`src/rtl/bcd_seg_pkg.sv`:
```
// Shared types and constants for the BCD 7-segment display converter:
// FSM state encoding, segment patterns and a decimal power helper.
package bcd_seg_pkg;

  typedef enum logic [1:0] {
    ST_IDLE  = 2'd0,
    ST_SHIFT = 2'd1,
    ST_LATCH = 2'd2
  } state_t;

  // Segment order is {g,f,e,d,c,b,a}, active high.
  localparam logic [6:0] SEG_BLANK = 7'h00;
  localparam logic [6:0] SEG_DASH  = 7'h40;

  // Entry d holds the pattern for decimal digit d.
  localparam logic [9:0][6:0] SEG_DIGIT = {
    7'h6F, 7'h7F, 7'h07, 7'h7D, 7'h6D,
    7'h66, 7'h4F, 7'h5B, 7'h06, 7'h3F
  };

  function automatic int unsigned pow10(input int unsigned n);
    int unsigned r;
    r = 1;
    for (int unsigned i = 0; i < n; i++) begin
      r = r * 10;
    end
    return r;
  endfunction

endpackage

```
`src/rtl/seg7_digit_enc.sv`:
```
// Combinational single-digit encoder: BCD nibble to 7 segments.
// Dash has priority over blank; non-decimal nibbles render blank.
module seg7_digit_enc
  import bcd_seg_pkg::*;
(
  input  logic [3:0] i_bcd,
  input  logic       i_blank,
  input  logic       i_dash,
  output logic [6:0] o_seg
);

  always_comb begin
    o_seg = SEG_BLANK;
    if (i_dash) begin
      o_seg = SEG_DASH;
    end else if (!i_blank && (i_bcd <= 4'd9)) begin
      o_seg = SEG_DIGIT[i_bcd];
    end
  end

endmodule

```
`src/rtl/bcd_seg_display.sv`:
```
// Binary to multi-digit 7-segment converter using sequential double-dabble.
// Optional macro LEADING_ZERO_BLANK_EN blanks zero digits above the most significant non-zero digit.
//
// state    | meaning
// ---------+--------------------------------------------------------------
// ST_IDLE  | waiting for load; seg_out holds the last result
// ST_SHIFT | one add-3 / shift step per cycle, BIN_W cycles in total
// ST_LATCH | encode accumulator into seg_out, pulse done, return to idle
module bcd_seg_display
  import bcd_seg_pkg::*;
#(
  parameter int BIN_W  = 8,
  parameter int DIGITS = 3
) (
  input  logic                  clk,
  input  logic                  rst,
  input  logic [BIN_W-1:0]      bin_in,
  input  logic                  load,
  output logic                  busy,
  output logic                  done,
  output logic                  overflow,
  output logic [7*DIGITS-1:0]   seg_out
);

  localparam int          BCD_W  = 4 * (DIGITS + 1);
  localparam int          CNT_W  = $clog2(BIN_W + 1);
  localparam int unsigned OVF_TH = pow10(DIGITS);

  state_t                r_state;
  state_t                w_state_nxt;
  logic [BIN_W-1:0]      r_bin;
  logic [BCD_W-1:0]      r_bcd;
  logic [BCD_W-2:0]      w_bcd_adj;
  logic [CNT_W-1:0]      r_cnt;
  logic                  r_ovf_pend;
  logic                  r_ovf;
  logic                  r_busy;
  logic                  r_done;
  logic [7*DIGITS-1:0]   r_seg;
  logic [7*DIGITS-1:0]   w_seg;
  logic [DIGITS-1:0]     w_blank;
  logic                  w_accept;
  logic                  w_shift;
  logic                  w_latch;

  always_ff @(posedge clk or posedge rst) begin
    if (rst) begin
      r_state <= ST_IDLE;
    end else begin
      r_state <= w_state_nxt;
    end
  end

  always_comb begin
    w_state_nxt = r_state;
    w_accept    = 1'b0;
    w_shift     = 1'b0;
    w_latch     = 1'b0;
    case (r_state)
      ST_IDLE: begin
        if (load) begin
          w_accept    = 1'b1;
          w_state_nxt = ST_SHIFT;
        end
      end
      ST_SHIFT: begin
        w_shift = 1'b1;
        if (r_cnt == CNT_W'(1)) begin
          w_state_nxt = ST_LATCH;
        end
      end
      ST_LATCH: begin
        w_latch     = 1'b1;
        w_state_nxt = ST_IDLE;
      end
      default: w_state_nxt = ST_IDLE;
    endcase
  end

  // The top bit of the adjusted accumulator is shifted out, so only its low 3 bits are kept.
  always_comb begin
    logic [3:0] v_nib;
    w_bcd_adj = '0;
    for (int k = 0; k < DIGITS; k++) begin
      v_nib = r_bcd[4*k +: 4];
      if (v_nib >= 4'd5) v_nib = v_nib + 4'd3;
      w_bcd_adj[4*k +: 4] = v_nib;
    end
    v_nib = r_bcd[4*DIGITS +: 4];
    if (v_nib >= 4'd5) v_nib = v_nib + 4'd3;
    w_bcd_adj[4*DIGITS +: 3] = v_nib[2:0];
  end

  always_ff @(posedge clk or posedge rst) begin
    if (rst) begin
      r_bin      <= '0;
      r_bcd      <= '0;
      r_cnt      <= '0;
      r_ovf_pend <= 1'b0;
      r_ovf      <= 1'b0;
      r_busy     <= 1'b0;
      r_done     <= 1'b0;
      r_seg      <= '0;
    end else begin
      r_busy <= (w_state_nxt != ST_IDLE);
      r_done <= w_latch;
      if (w_accept) begin
        r_bin      <= bin_in;
        r_bcd      <= '0;
        r_cnt      <= CNT_W'(BIN_W);
        r_ovf_pend <= (32'(bin_in) >= OVF_TH);
      end else if (w_shift) begin
        r_bcd <= {w_bcd_adj, r_bin[BIN_W-1]};
        r_bin <= {r_bin[BIN_W-2:0], 1'b0};
        r_cnt <= r_cnt - CNT_W'(1);
      end
      if (w_latch) begin
        r_seg <= w_seg;
        r_ovf <= r_ovf_pend;
      end
    end
  end

`ifdef LEADING_ZERO_BLANK_EN
  // Walk down from the top digit; a digit blanks while everything above it and itself is zero.
  always_comb begin
    logic v_zero_above;
    w_blank      = '0;
    v_zero_above = 1'b1;
    for (int k = DIGITS - 1; k >= 1; k--) begin
      v_zero_above = v_zero_above && (r_bcd[4*k +: 4] == 4'd0);
      w_blank[k]   = v_zero_above;
    end
  end
`else
  assign w_blank = '0;
`endif

  for (genvar k = 0; k < DIGITS; k++) begin : g_dig
    seg7_digit_enc u_enc (
      .i_bcd   (r_bcd[4*k +: 4]),
      .i_blank (w_blank[k]),
      .i_dash  (r_ovf_pend),
      .o_seg   (w_seg[7*k +: 7])
    );
  end

  assign busy     = r_busy;
  assign done     = r_done;
  assign overflow = r_ovf;
  assign seg_out  = r_seg;

endmodule

```
`config.mk`:
```
export PLATFORM = sky130hd
export DESIGN_NAME = bcd_seg_display
export DESIGN_NICKNAME = d
export VERILOG_FILES = /design/src/rtl/bcd_seg_pkg.sv /design/src/rtl/seg7_digit_enc.sv /design/src/rtl/bcd_seg_display.sv
export SDC_FILE = /design/constraint.sdc
export NUM_CORES = 1
export LEC_CHECK = 0
export CORE_UTILIZATION = 54
export CTS_CLUSTER_DIAMETER = 30
export DETAILED_ROUTE_END_ITERATION = 10
export GPL_ROUTABILITY_DRIVEN = 0
export MAX_ROUTING_LAYER = met4
export PLACE_DENSITY_LB_ADDON = 0.08
export SKIP_CTS_REPAIR_TIMING = 1
export SLEW_MARGIN = 10
export SYNTH_ARGS = -nofsm -noshare
export SYNTH_HDL_FRONTEND = slang
export SYNTH_SLANG_ARGS = --single-unit
```
`constraint.sdc`:
```
create_clock -name clk -period 1.7 [get_ports clk]
set_input_delay 0.17 -clock clk [delete_from_list [all_inputs] [get_ports clk]]
set_output_delay 0.17 -clock clk [all_outputs]
set_load 0.01 [all_outputs]
```
== Word level (Yosys, flattened, before mapping) ==
Memories as Yosys holds them, arrays and structs flattened.
Index checks and enable logic that the tools add are counted.

* Bits in registers: 53
* ROM bits: 336
* Input bits: 11
* Output and inout bits: 24
* Word-level logic and storage cells: 54
* Memories kept: 3

{| class="wikitable"
|+ Memories
! name !! words !! bits a word !! read ports !! clocked after Yosys merged registers in !! wr ports !! line !! source
|-
| (no name shown) || 16 || 7 || 1 || 0 || 0 || seg7_digit_enc.sv:17 || <nowiki>o_seg = SEG_DIGIT[i_bcd];</nowiki>
|-
| (no name shown) || 16 || 7 || 1 || 0 || 0 || seg7_digit_enc.sv:17 ||
|-
| (no name shown) || 16 || 7 || 1 || 0 || 0 || seg7_digit_enc.sv:17 ||
|}

* $add $sub $neg: 5
* $lt $le $gt $ge: 10
* Equal/unequal tests: 3
* Multiplexer cells: 23
* Reductions and logical operators: 3

{| class="wikitable"
|+ Operator list
! kind !! count
|-
| 2-to-1 mux 7 bit || 6
|-
| 2-to-1 mux 16 bit || 2
|-
| 2-to-1 mux 4 bit || 5
|-
| >= comparator 4 x 3 -> 1 bit, second input constant || 4
|-
| 2-to-1 mux 8 bit || 2
|-
| less-than comparator 4 x 5 -> 1 bit, second input constant || 3
|-
| adder 4 x 2 -> 4 bit, second input constant || 3
|-
| <= comparator 4 bit, second input constant || 3
|-
| == test 4 x 1 -> 1 bit, second input constant || 1
|-
| 2-to-1 mux 1 bit || 4
|-
| 2-to-1 mux 2 bit || 2
|-
| one-hot mux 2 bit (2 select lines) || 1
|-
| nonzero test 2 bit || 2
|-
| subtractor 4 x 1 -> 4 bit, second input constant || 1
|-
| adder 3 x 2 -> 3 bit, second input constant || 1
|-
| 2-to-1 mux 3 bit || 1
|-
| == test 2 x 1 -> 1 bit, second input constant || 1
|-
| == test 2 bit, second input constant || 1
|-
| zero test 2 bit || 1
|}

== Logic depth before layout (Yosys ltp) ==
* Word-level depth: 4
* Depth in mapped cells: 7

== Modules after synthesis ==
Synthesis repeated with hierarchy kept, for this count alone.

* Cell total of the unflattened synthesis: 278
* Area, all modules: 3001.6 um^2

{| class="wikitable"
|+ Modules (own cells, without submodules)
! module !! instances !! cells an instance !! area an instance (um^2) !! seq. area each (um^2)
|-
| bcd_seg_display || 1 || 189 || 2344.7 || 1226.2
|-
| seg7_digit_enc (g_dig[0].u_enc ...) || 2 || 29 || 209.0 || 0.0
|-
| seg7_digit_enc (g_dig[2].u_enc) || 1 || 31 || 239.0 || 0.0
|}

== Worst setup path after synthesis ==
OpenSTA, ideal clock, no wires.

* Path type: register to register
* Start point: register r_bcd[8]
* End point: register r_bcd[10]
* Setup time: 0.141 ns
* Arrival: 1.336 ns
* Required time: 1.559 ns
* Setup slack: 0.223 ns
* Cell stages (with the launch flop): 7
* Buffers on the path: 0
* Path through: dfrtp_1 > inv_1 > ha_1 > nand2b_1 > a21oi_1 > mux2i_1 > o22ai_1

* Cells in the longest elaborated chain, start to end: 4

{| class="wikitable"
|+ Ends and longest elaborated chain
! what !! line !! source
|-
| from (decl) || bcd_seg_display.sv:32 || <nowiki>logic [BCD_W-1:0] r_bcd;</nowiki>
|-
| from (signal assigned) || bcd_seg_display.sv:113 || <nowiki>r_bcd <= {w_bcd_adj, r_bin[BIN_W-1]};</nowiki>
|-
| adder 4 x 2 -> 4 bit / >= comparator 4 x 3 -> 1 bit (equally long branches) || bcd_seg_display.sv:86 || <nowiki>if (v_nib >= 4'd5) v_nib = v_nib + 4'd3;</nowiki>
|-
| 2-to-1 mux 4 bit * || bcd_seg_display.sv:86 ||
|-
| 2-to-1 mux 16 bit * || bcd_seg_display.sv:112 || <nowiki>end else if (w_shift) begin</nowiki>
|-
| 2-to-1 mux 16 bit * || bcd_seg_display.sv:107 || <nowiki>if (w_accept) begin</nowiki>
|}

Every way passes the cells marked *; elsewhere a longest branch is shown, timed or not. The select of a mux whose other input is x is not followed.
A chain may end at the register's enable or synchronous reset.

== Worst setup path in the final report ==
Same ends and word-level chain as after synthesis.

==> flow_results.org <==
** Yosys
- Counting flops and latches in the post-synthesis netlist gives 49.
- Async S/R FF share, synth :: 100.0%
- Number of flops mapped to enable cells by yosys :: 0
- The average instance in the mapped netlist occupies 9.503 sq um.
- Cell area after synthesis :: 0.002556 sq mm
- Dominant synthesized flop cell :: sky130_fd_sc_hd__dfrtp_1
- Sequential-to-total area share from yosys stat :: 47.97%
- For this run, the number of Yosys warnings is 0.
- Synth Instances :: 269
- In this run, distinct cell masters in the synthesized netlist total 35.
- Post-Synthesis Net Count :: 297

** Worst setup path
- For the worst setup path, the data arrival time is 1.72 ns.
- Standard cell with the maximum stage delay on the critical path :: sky130_fd_sc_hd__dfrtp_1
- Worst setup SP type :: flip-flop
- The largest single stage delay on the critical path is 0.46 ns.
- The worst setup path is captured at a flip-flop.
- Counting buffers and inverters, the worst setup path is 6 cells deep.
- Crit path cell chain :: inv_1 -> ha_1 -> nand2b_1 -> a21oi_1 -> mux2i_1 -> o22ai_1
- Worst r2r path cells :: 6
- Peak fanout along the critical path :: 5
- STA puts the critical path data required time at 1.86 ns.
- The number of buffers and inverters on the critical path is 1.
- Worst path top cell family by delay :: flip-flops
- Kind of critical path :: flip-flop to flip-flop

** Floorplanning
- The floorplan step defined a die boundary enclosing 0.005013 sq mm.
- Count of boundary I/O pins :: 35
- The core region is 0.004444 sq mm.
- In this run the horizontal extent of the chip is 70.80 um.
- The initial utilization of the core area, before any placement, comes to 57.52%.
- Die span in y :: 70.80 um
- Std cell rows :: 24

** Clocking
- TritonCTS built the clock tree.
- In this run, CTS created clock tree buffers numbering 5.
- Maximum clock insertion buffer count :: 2
- Level count of the clock H-tree :: 2
- For the worst-skew pair, the clock arrives at the later sink with an insertion delay of 0.30 ns.
- After clock tree synthesis, the clock-pin slew on the worst setup and hold paths is 0.09 ns.
- Root buffer cell :: sky130_fd_sc_hd__clkbuf_8
- The tree built by TritonCTS fans out to 49 sinks.

** Layout
- Non-Filler Cell Area, Final :: 0.003082 sq mm
- Fill cells in the final layout number 389.
- Fin cells :: 362
- In the final design database the tool counted 337 nets.
- Relative to the synthesized area, the layout overhead comes to 20.56%.
- The number of antenna diodes in the final layout is 0.
- Cells with a size suffix above 1 make up 10.32% of the layout.

** Timing
- Setup violations remaining at the end of the flow were counted as 0.
- Setup TNS :: 0 ns
- Dividing the final minimum period by the clock period gives 91.30%.
- Max Clk Rate :: 0.6443 GHz
- Pins Over Slew Limit :: 0
- Worst Clk Skew :: 0.006175 ns
- Setup repair after global routing left no endpoint under its margin.
- The number of hold violations in the final report was 0.
- Final Critical Period :: 1.552 ns

** Power
- Per report_power, the combinational group accounts for 51.5% of the total.
- Net switching is 40.32% of the power.
- LEAKAGE :: 1.439 nW
- Power comes to 5.660 mW.
- In this run, flip-flops and latches consume 36.8% of the power.
- IR analysis of the VDD net gives a maximum drop of 1.097 mV.
- Int Power :: 3.378 mW
- For this design the ratio of total power to cell area is 1837 mW/mm^2.
- In this run, the clock network consumes 11.7% of the power.
- Net switching power :: 2.282 mW

** GRT
- Global routing used 22.83% of the available tracks across all layers.
- After global routing the overflow that remains totals 0.
- Maximum number of pins on one net before global-route repair :: 34
- The initial antenna violation count was 0.
- Wire length of the first global-routing pass :: 8.742 mm
- The number of global-route vias before repair was 1910.

** Placed design
- # port buffers :: 33
- Counting tap cells, the placed design contains a total of 354 instances.
- Dpl hpwl :: 3.633 mm
- Standard cell area after detailed placement :: 0.002989 sq mm

** Drt
- Post-route ant nets :: 0
- DR pass1 iterations :: 6
- Average wire per cell in the routed design :: 13.94 um
- Vias :: 1960
- Summed over all layers, the routed wires come to 5.045 mm.
- Number of DRC markers after the initial detailed-route iteration :: 96
- In the routed layout, each cell is associated on average with a via count of 5.414.
- Drc violations :: 0

** Status
- Status :: completed

** Job
- Maximum capacitance violations :: 0

** Min path
- The min-delay analysis places its worst path in the category input pin to async pin.
## flip-flops by register name, indices dropped and copies added, names as in the netlist
| signal | count |
|---|---|
| r_bin | 8 |
| r_bcd | 12 |
| r_state | 2 |
| r_cnt | 4 |
| busy | 1 |
| seg_out | 21 |
| done | 1 |
## cell usage in the layout, fill, tap and decap left out, drive strengths merged, types with 2 or more instances in the layout
master / instances
a21o: 2
a21oi: 15
a22o: 10
a22oi: 7
buf: 17
clkbuf: 6
clkdlybuf4s50: 33
clkinv: 2
dfrtp: 49
ha: 17
inv: 17
mux2i: 5
nand2: 40
nand2b: 6
nand3b: 3
nor2: 15
nor2b: 4
nor3: 3
nor3b: 3
o21ai: 29
o21bai: 4
o22ai: 10
xnor2: 3
## path summary, 6_finish.rpt
check | to | start | slack, ns
worst min register to register | seg_out[20] | seg_out[20] | 0.48
min in group clk | seg_out[20] | seg_out[20] | 0.48
max in group asynchronous | r_bcd[4] | rst | 1.06
worst max-delay path | r_bcd[10] | r_bcd[8] | 0.15
worst min-delay path | seg_out[16] | rst | 0.15
worst max register to register | r_bcd[10] | r_bcd[8] | 0.15
## routing by layer
| metal | part of all wire, % | global-route usage [%] | up-vias |
|---|---|---|---|
| met4 | 1.6 | 8.667 | 0 |
| met3 | 3.2 | 3.561 | 7 |
| li1 | - | - | 995 |
| met5 | 0 | - | - |
| met1 | 48 | 28.96 | 915 |
| met2 | 47 | 37.07 | 43 |
## power groups by stage
stage | registers [mW] | clock network (mW) | logic (mW)
2_1_floorplan | 2.04 | 0 | 1.94
3_3_place_gp | 2.08 | 0 | 2.81
3_5_place_dp | 2.10 | 0 | 2.86
4_1_cts | 2.07 | 0.686 | 2.89
5_1_grt | 2.15 | 0.729 | 3.24
6_report | 2.08 | 0.664 | 2.91
## kinds of logic (layout without fill, tap and decap cells)
logic type,Yosys count,count (layout),synth area share (%)
simple gates,77,77,13.56
other cells,1,1,0.1467
xor+xnor,3,3,1.028
buf+inv,34,75,6.510
compound gates,82,82,20.07
mux,6,6,2.398
fa+ha+maj,17,17,8.321
flops,49,49,47.97
## cell usage after synthesis, types with 2 or more instances
| cell | number | area [sq um] |
|---|---|---|
| sky130_fd_sc_hd__o21ai_0 | 29 | 145.1 |
| sky130_fd_sc_hd__nand2b_1 | 6 | 37.54 |
| sky130_fd_sc_hd__inv_1 | 16 | 60.06 |
| sky130_fd_sc_hd__nor3b_1 | 3 | 22.52 |
| sky130_fd_sc_hd__dfrtp_1 | 49 | 1226 |
| sky130_fd_sc_hd__o22ai_1 | 10 | 62.56 |
| sky130_fd_sc_hd__nor2b_1 | 4 | 25.02 |
| sky130_fd_sc_hd__nor2_1 | 15 | 56.30 |
| sky130_fd_sc_hd__a21o_1 | 2 | 15.01 |
| sky130_fd_sc_hd__xnor2_1 | 3 | 26.28 |
| sky130_fd_sc_hd__buf_2 | 7 | 35.03 |
| sky130_fd_sc_hd__a21oi_1 | 14 | 70.07 |
| sky130_fd_sc_hd__o21bai_1 | 4 | 30.03 |
| sky130_fd_sc_hd__buf_4 | 2 | 15.01 |
| sky130_fd_sc_hd__nor3_1 | 3 | 15.01 |
| sky130_fd_sc_hd__a22o_1 | 10 | 87.58 |
| sky130_fd_sc_hd__clkbuf_1 | 5 | 18.77 |
| sky130_fd_sc_hd__buf_6 | 3 | 33.78 |
| sky130_fd_sc_hd__ha_1 | 17 | 212.7 |
| sky130_fd_sc_hd__mux2i_1 | 5 | 50.05 |
| sky130_fd_sc_hd__a22oi_1 | 7 | 52.55 |
| sky130_fd_sc_hd__nand3b_1 | 3 | 22.52 |
| sky130_fd_sc_hd__nand2_1 | 40 | 150.1 |
## final cells by class
cell class,count,area (sq um),area share [%]
Clock buffer,6,72.57,2.355
Clock inverter,2,10.01,0.3248
Inverter,17,63.81,2.071
Multi-Input combinational cell,186,1174,38.08
Sequential cell,49,1226,39.79
Tap cell,52,65.06,2.111
Timing Repair Buffer,50,470.5,15.27
## per-stage QoR
| stage | worst slack, ns | util, % | hold slack [ns] |
|---|---|---|---|
| 6_report | 0.1478 | 69.34 | 0.1499 |
| 3_5_place_dp | 0.09335 | 67.26 | 0.4690 |
| 5_1_grt | 0.01166 | 69.34 | 0.1891 |
| 4_1_cts | 0.01286 | 69.12 | 0.1564 |
| 3_3_place_gp | 0.1520 | 67.26 | 0.4574 |
| 2_1_floorplan | 0.2233 | - | 0.3315 |
Power figures use the tool's default switching activity.
